===== config.mk =====
export PLATFORM = sky130hd
export DESIGN_NAME = dmem_mmio_responder
export DESIGN_NICKNAME = d
export VERILOG_FILES = /design/src/rtl/dmem_mmio_responder.sv
export SDC_FILE = /design/constraint.sdc
export NUM_CORES = 1
export LEC_CHECK = 0
export BUFFER_PORTS_ARGS = -buffer_cell sky130_fd_sc_hd__buf_4
export CAP_MARGIN = 15
export CORE_MARGIN = 4
export CORE_UTILIZATION = 50
export CTS_CLUSTER_SIZE = 20
export DETAILED_ROUTE_END_ITERATION = 10
export PLACE_DENSITY = 0.75
export RECOVER_POWER = 50
export SYNTH_ARGS = -nofsm -noshare
export SYNTH_HDL_FRONTEND = slang
export SYNTH_SLANG_ARGS = --single-unit

===== constraint.sdc =====
create_clock -name clock -period 2.5 [get_ports clock]
set_input_delay 0.125 -clock clock [delete_from_list [all_inputs] [get_ports clock]]
set_output_delay 0.125 -clock clock [all_outputs]
set_load 0.02 [all_outputs]

===== src/rtl/dmem_mmio_responder.sv =====
// Data-memory port responder: steers each word access to the external synchronous
// RAM or to a small MMIO bank (TX FIFO, cycle counter, LED, scratch).
module dmem_mmio_responder #(
  parameter int          RAM_ADDR_BITS = 12,
  parameter logic [31:0] MMIO_BASE     = 32'd4096,
  parameter int          FIFO_DEPTH    = 8
) (
  input  logic                     clock,
  input  logic                     reset,
  input  logic [31:0]              address_dmem,
  input  logic [31:0]              data,
  input  logic                     wren,
  output logic [31:0]              q_dmem,
  output logic [RAM_ADDR_BITS-1:0] ram_addr,
  output logic [31:0]              ram_wdata,
  output logic                     ram_wren,
  input  logic [31:0]              ram_q,
  output logic [7:0]               tx_data,
  output logic                     tx_valid,
  input  logic                     tx_ready,
  output logic [15:0]              led,
  output logic                     bus_err
);

  localparam int PTR_W = $clog2(FIFO_DEPTH);

  localparam logic [3:0] OFF_TXDATA   = 4'd0;
  localparam logic [3:0] OFF_TXSTATUS = 4'd1;
  localparam logic [3:0] OFF_CYCLE    = 4'd2;
  localparam logic [3:0] OFF_LED      = 4'd3;
  localparam logic [3:0] OFF_SCRATCH  = 4'd4;

  localparam logic [PTR_W:0]   CNT_ONE = (PTR_W+1)'(1);
  localparam logic [PTR_W-1:0] PTR_ONE = PTR_W'(1);
  localparam logic [PTR_W:0]   CNT_MAX = (PTR_W+1)'(FIFO_DEPTH);

  logic             is_ram, is_mmio, mmio_we;
  logic [3:0]       offset;
  logic [7:0]       fifo_mem [FIFO_DEPTH];
  logic [PTR_W-1:0] wr_ptr, rd_ptr;
  logic [PTR_W:0]   count;
  logic             full, empty, pop, push_req, push, overflow;
  logic [4:0]       status_count;
  logic [31:0]      cycle_cnt, scratch, mmio_rdata, rd_val;
  logic             rd_sel_ram;

  // Low offset bits suffice: the subtraction only matters inside the 16-word bank.
  assign is_ram  = (address_dmem[31:RAM_ADDR_BITS] == '0);
  assign is_mmio = (address_dmem >= MMIO_BASE) && (address_dmem <= MMIO_BASE + 32'd15);
  assign offset  = address_dmem[3:0] - MMIO_BASE[3:0];
  assign mmio_we = wren & is_mmio;

  assign ram_addr  = address_dmem[RAM_ADDR_BITS-1:0];
  assign ram_wdata = data;
  assign ram_wren  = wren & is_ram;

  assign full         = (count == CNT_MAX);
  assign empty        = (count == '0);
  assign tx_valid     = ~empty;
  assign tx_data      = fifo_mem[rd_ptr];
  assign pop          = tx_valid & tx_ready;
  assign push_req     = mmio_we & (offset == OFF_TXDATA);
  assign push         = push_req & (~full | pop);
  assign status_count = 5'(count);

  always_comb begin
    // NOTE: default assignment first so every path drives mmio_rdata -- no latch.
    mmio_rdata = '0;
    if (is_mmio) begin
      case (offset)
        OFF_TXSTATUS: mmio_rdata = {23'd0, status_count, 1'b0, overflow, empty, full};
        OFF_CYCLE:    mmio_rdata = cycle_cnt;
        OFF_LED:      mmio_rdata = {16'd0, led};
        OFF_SCRATCH:  mmio_rdata = scratch;
        default:      mmio_rdata = '0;
      endcase
    end
  end

  // NOTE: FIFO storage has no reset; count alone decides which entries are live.
  always_ff @(posedge clock) begin
    if (push) fifo_mem[wr_ptr] <= data[7:0];
  end

  always_ff @(posedge clock or negedge reset) begin
    if (!reset) begin
      wr_ptr     <= '0;
      rd_ptr     <= '0;
      count      <= '0;
      overflow   <= 1'b0;
      cycle_cnt  <= '0;
      led        <= '0;
      scratch    <= '0;
      bus_err    <= 1'b0;
      rd_sel_ram <= 1'b0;
      rd_val     <= '0;
    end else begin
      // NOTE: non-blocking everywhere here so all registers see pre-edge values.
      if (push) wr_ptr <= wr_ptr + PTR_ONE;
      if (pop)  rd_ptr <= rd_ptr + PTR_ONE;
      case ({push, pop})
        2'b10:   count <= count + CNT_ONE;
        2'b01:   count <= count - CNT_ONE;
        default: count <= count;
      endcase

      if (push_req && full && !pop)
        overflow <= 1'b1;
      else if (mmio_we && offset == OFF_TXSTATUS && data[2])
        overflow <= 1'b0;

      cycle_cnt <= (mmio_we && offset == OFF_CYCLE) ? '0 : cycle_cnt + 32'd1;
      if (mmio_we && offset == OFF_LED)     led     <= data[15:0];
      if (mmio_we && offset == OFF_SCRATCH) scratch <= data;
      if (!is_ram && !is_mmio)              bus_err <= 1'b1;

      rd_sel_ram <= is_ram;
      rd_val     <= mmio_rdata;
    end
  end

  assign q_dmem = rd_sel_ram ? ram_q : rd_val;

endmodule


==> run_results.csv <==
group,metric,value,unit
synth,synthFlopType,"dfrtp_1",
sta,rsz0062_at_grt,"no",
clocking,cts_tree,"yes",
clocking,cts_max_path_buffers,2,
die,std_cell_rows,47,
power,irDropWorstVdd,0.0005418,V
placed_design,dp_slack,0.06188,ns
grt,grt.total_usage,22.41,%
die,dieArea,19490,µm²
final_layout,multi_input_area,3134,µm²
clocking,htree_levels,4,
clocking,insertion_delay,0.42,ns
routing,avgViaCountPerCell,5.629,
final_layout,finalNetCount,976,
placed_design,io_buffers,202,
power,power_density,677.3,nW/µm²
power,sw_frac_of_total,25.54,%
final_layout,fin_cells,1105,
grt,antenna_found_initial,0,
power,power,7.393,mW
sta,setup_viol,0,
sta,fin_setup_tns,0,ns
die,ios,203,
power,seqPwrFrac,45.5,%
run,max_cap_viol_count,0,
final_layout,fill_cells,1309,
die,core_area,16760,µm²
critical_path,required,2.38,ns
clocking,clkTransAtPathRegs,0.06,ns
sta,max_slew_margin,20.85,%
die,die_h,139.6,µm
die,dieWidth,139.6,µm
critical_path,worstSetupEndpointType,"output port",
critical_path,crit_arrival,2.15,ns
critical_path,worst-setup-path-type,"reg2out",
routing,antenna_left,0,
synth,seq_area_frac_synth,58.30,%
sta,final_critical_path_setup_slack,0.2258,ns
synth,syn-instance-count,664,
clocking,ctsResizeCount,0,
final_layout,post-route-util,65.12,%
power,p_leak,4.716,nW
synth,synth_warnings,0,
sta,finClkSkew,0.009704,ns
sta,layout_min_cycle_time,2.274,ns
worst_hold_path,min_path_cells,4,
power,power.switching,1.888,mW
critical_path,rr_worst_depth,9,
power,combPwrFrac,18.8,%
grt,grt_start_max_net_pins,54,
synth,synthesis.nets,768,
sta,hold_viol,0,
synth,synth_area_per_cell,13.05,µm²
critical_path,r2r_slack,0.29,ns
critical_path,cp-start-kind,"flip-flop",
synth,synthArstFlopShare,66.14,%
sta,timing.fmax,439.7,MHz
placed_design,place_congestion,0.8667,
synth,synth_area,8662,µm²
clocking,numCtsBuffers,17,
clocking,clock-root-buffer,"clkbuf_16",
final_layout,ff_latch_area,5050,µm²
synth,synth_edf_count,64,
clocking,cts.sinks,189,
routing,drc,0,
final_layout,layout_commonest_cell,"buf_4",
placed_design,postPlaceCellArea,10320,µm²
power,p_int,5.505,mW
final_layout,final_cell_mix,"161 x buf_4, 125 x dfrtp_1, 72 x mux2_1",
synth,synth_cell_types,49,
final_layout,antenna_cells,0,
grt,overflow,0,
sta,fin_crit_sh,90.97,%
final_layout,design_area,10910,µm²
grt,grt_pass1_wl,34.71,mm
worst_hold_path,holdCritPathClass,"in2reg",
critical_path,cp_max_fo,18,
sta,tightest_slew,1.187,ns
final_layout,drive_above_1_share,27.12,%
placed_design,hpwl,15.05,mm
synth,ys_ff_latch,189,
routing,dr_total_vias,6220,
power,p_clk_share,35.7,%
grt,grt_pass1_vias,6480,
routing,wl,21.42,mm
status,status,"finished, final reports clean",
placed_design,dp_cells,1043,
sta,holdWs,0.02593,ns
final_layout,area_growth,26.00,%
die,start_util,51.68,%
sta,drv_slew,0,
routing,drtIter0Drc,402,
routing,wire_per_inst,19.39,µm
routing,firstDrtPassIters,6,
==> path summary, 6_finish.rpt <==
check,from,to
worst min-delay path,tx_ready,overflow
max in group asynchronous,reset,rd_ptr[1]
worst max register to register,count[1],count[2]
worst max-delay path,rd_ptr[1],tx_data[3]
worst min register to register,bus_err,bus_err
min in group asynchronous,reset,rd_val[19]
==> flip-flops by register name (all words and copies together), names as in the netlist <==
| register | count |
|---|---|
| fifo_mem | 64 |
| cycle_cnt | 32 |
| rd_val | 32 |
| scratch | 32 |
| led | 16 |
| count | 4 |
| rd_ptr | 3 |
| wr_ptr | 3 |
| bus_err | 1 |
| overflow | 1 |
| rd_sel_ram | 1 |
==> synth_stat cells, types with 3 or more instances <==
cell type | number | share of area [%]
a21oi_1 | 14 | 0.81
a222oi_1 | 13 | 1.5
a22oi_1 | 19 | 1.6
and3_1 | 3 | 0.22
and4_1 | 3 | 0.30
buf_1 | 5 | 0.22
buf_2 | 3 | 0.17
buf_4 | 44 | 3.8
clkbuf_1 | 25 | 1.1
dfrtp_1 | 125 | 36
edfxtp_1 | 64 | 22
ha_1 | 4 | 0.58
inv_1 | 10 | 0.43
mux2_1 | 72 | 9.4
mux2_2 | 18 | 2.3
mux4_2 | 16 | 4.2
nand2_1 | 33 | 1.4
nand3_1 | 18 | 1.0
nand4_1 | 15 | 1.1
nor2_1 | 64 | 2.8
nor3_1 | 9 | 0.52
nor4_1 | 6 | 0.43
nor4_2 | 3 | 0.43
o21ai_0 | 5 | 0.29
o21ai_1 | 4 | 0.23
or3_1 | 11 | 0.79
xnor2_1 | 14 | 1.4
xor2_1 | 16 | 1.6
==> critical path: stages, from the launching register on <==
cell	delay, ns
dfrtp_1	0.84
mux4_2	0.44
mux2_2	0.29
buf_4	0.16
==> what timing repair did <==
item                      CTS  global route
setup buffers               0             0
hold endpoints to repair  103             0
hold buffers               30             0
==> cells by family after synthesis <==
group	synth area share, %
flops	58.30
mux	15.98
simple gates	10.79
compound gates	5.561
xor+xnor	3.033
fa+ha+maj	0.5778
buf+inv	5.763
==> power groups by stage <==
stage	clock network, mW	registers [mW]	logic [mW]
after floorplan	0	3.34	0.921
after global placement	0	3.42	1.37
after detailed placement	0	3.42	1.39
after CTS	2.69	3.36	1.44
after global routing	2.82	3.37	1.51
final	2.64	3.36	1.39
==> cell type report <==
| class | count | share of cell area [%] |
|---|---|---|
| clock inverter | 11 | 1.043 |
| inverter | 11 | 0.3783 |
| multi-input combinational | 387 | 28.72 |
| tap | 220 | 2.522 |
| timing repair buffer | 266 | 16.76 |
| sequential | 189 | 46.27 |
| clock buffer | 21 | 4.310 |
==> layer usage <==
layer  wire, µm  up-vias  track usage [%]
met4        420        0            6.170
met2      10820      244            37.66
met1       8705     3114            28.98
met3       1473       38            6.038
met5          0        -                0
li1           -     2824                -
(Power assumes the default switching activity.)
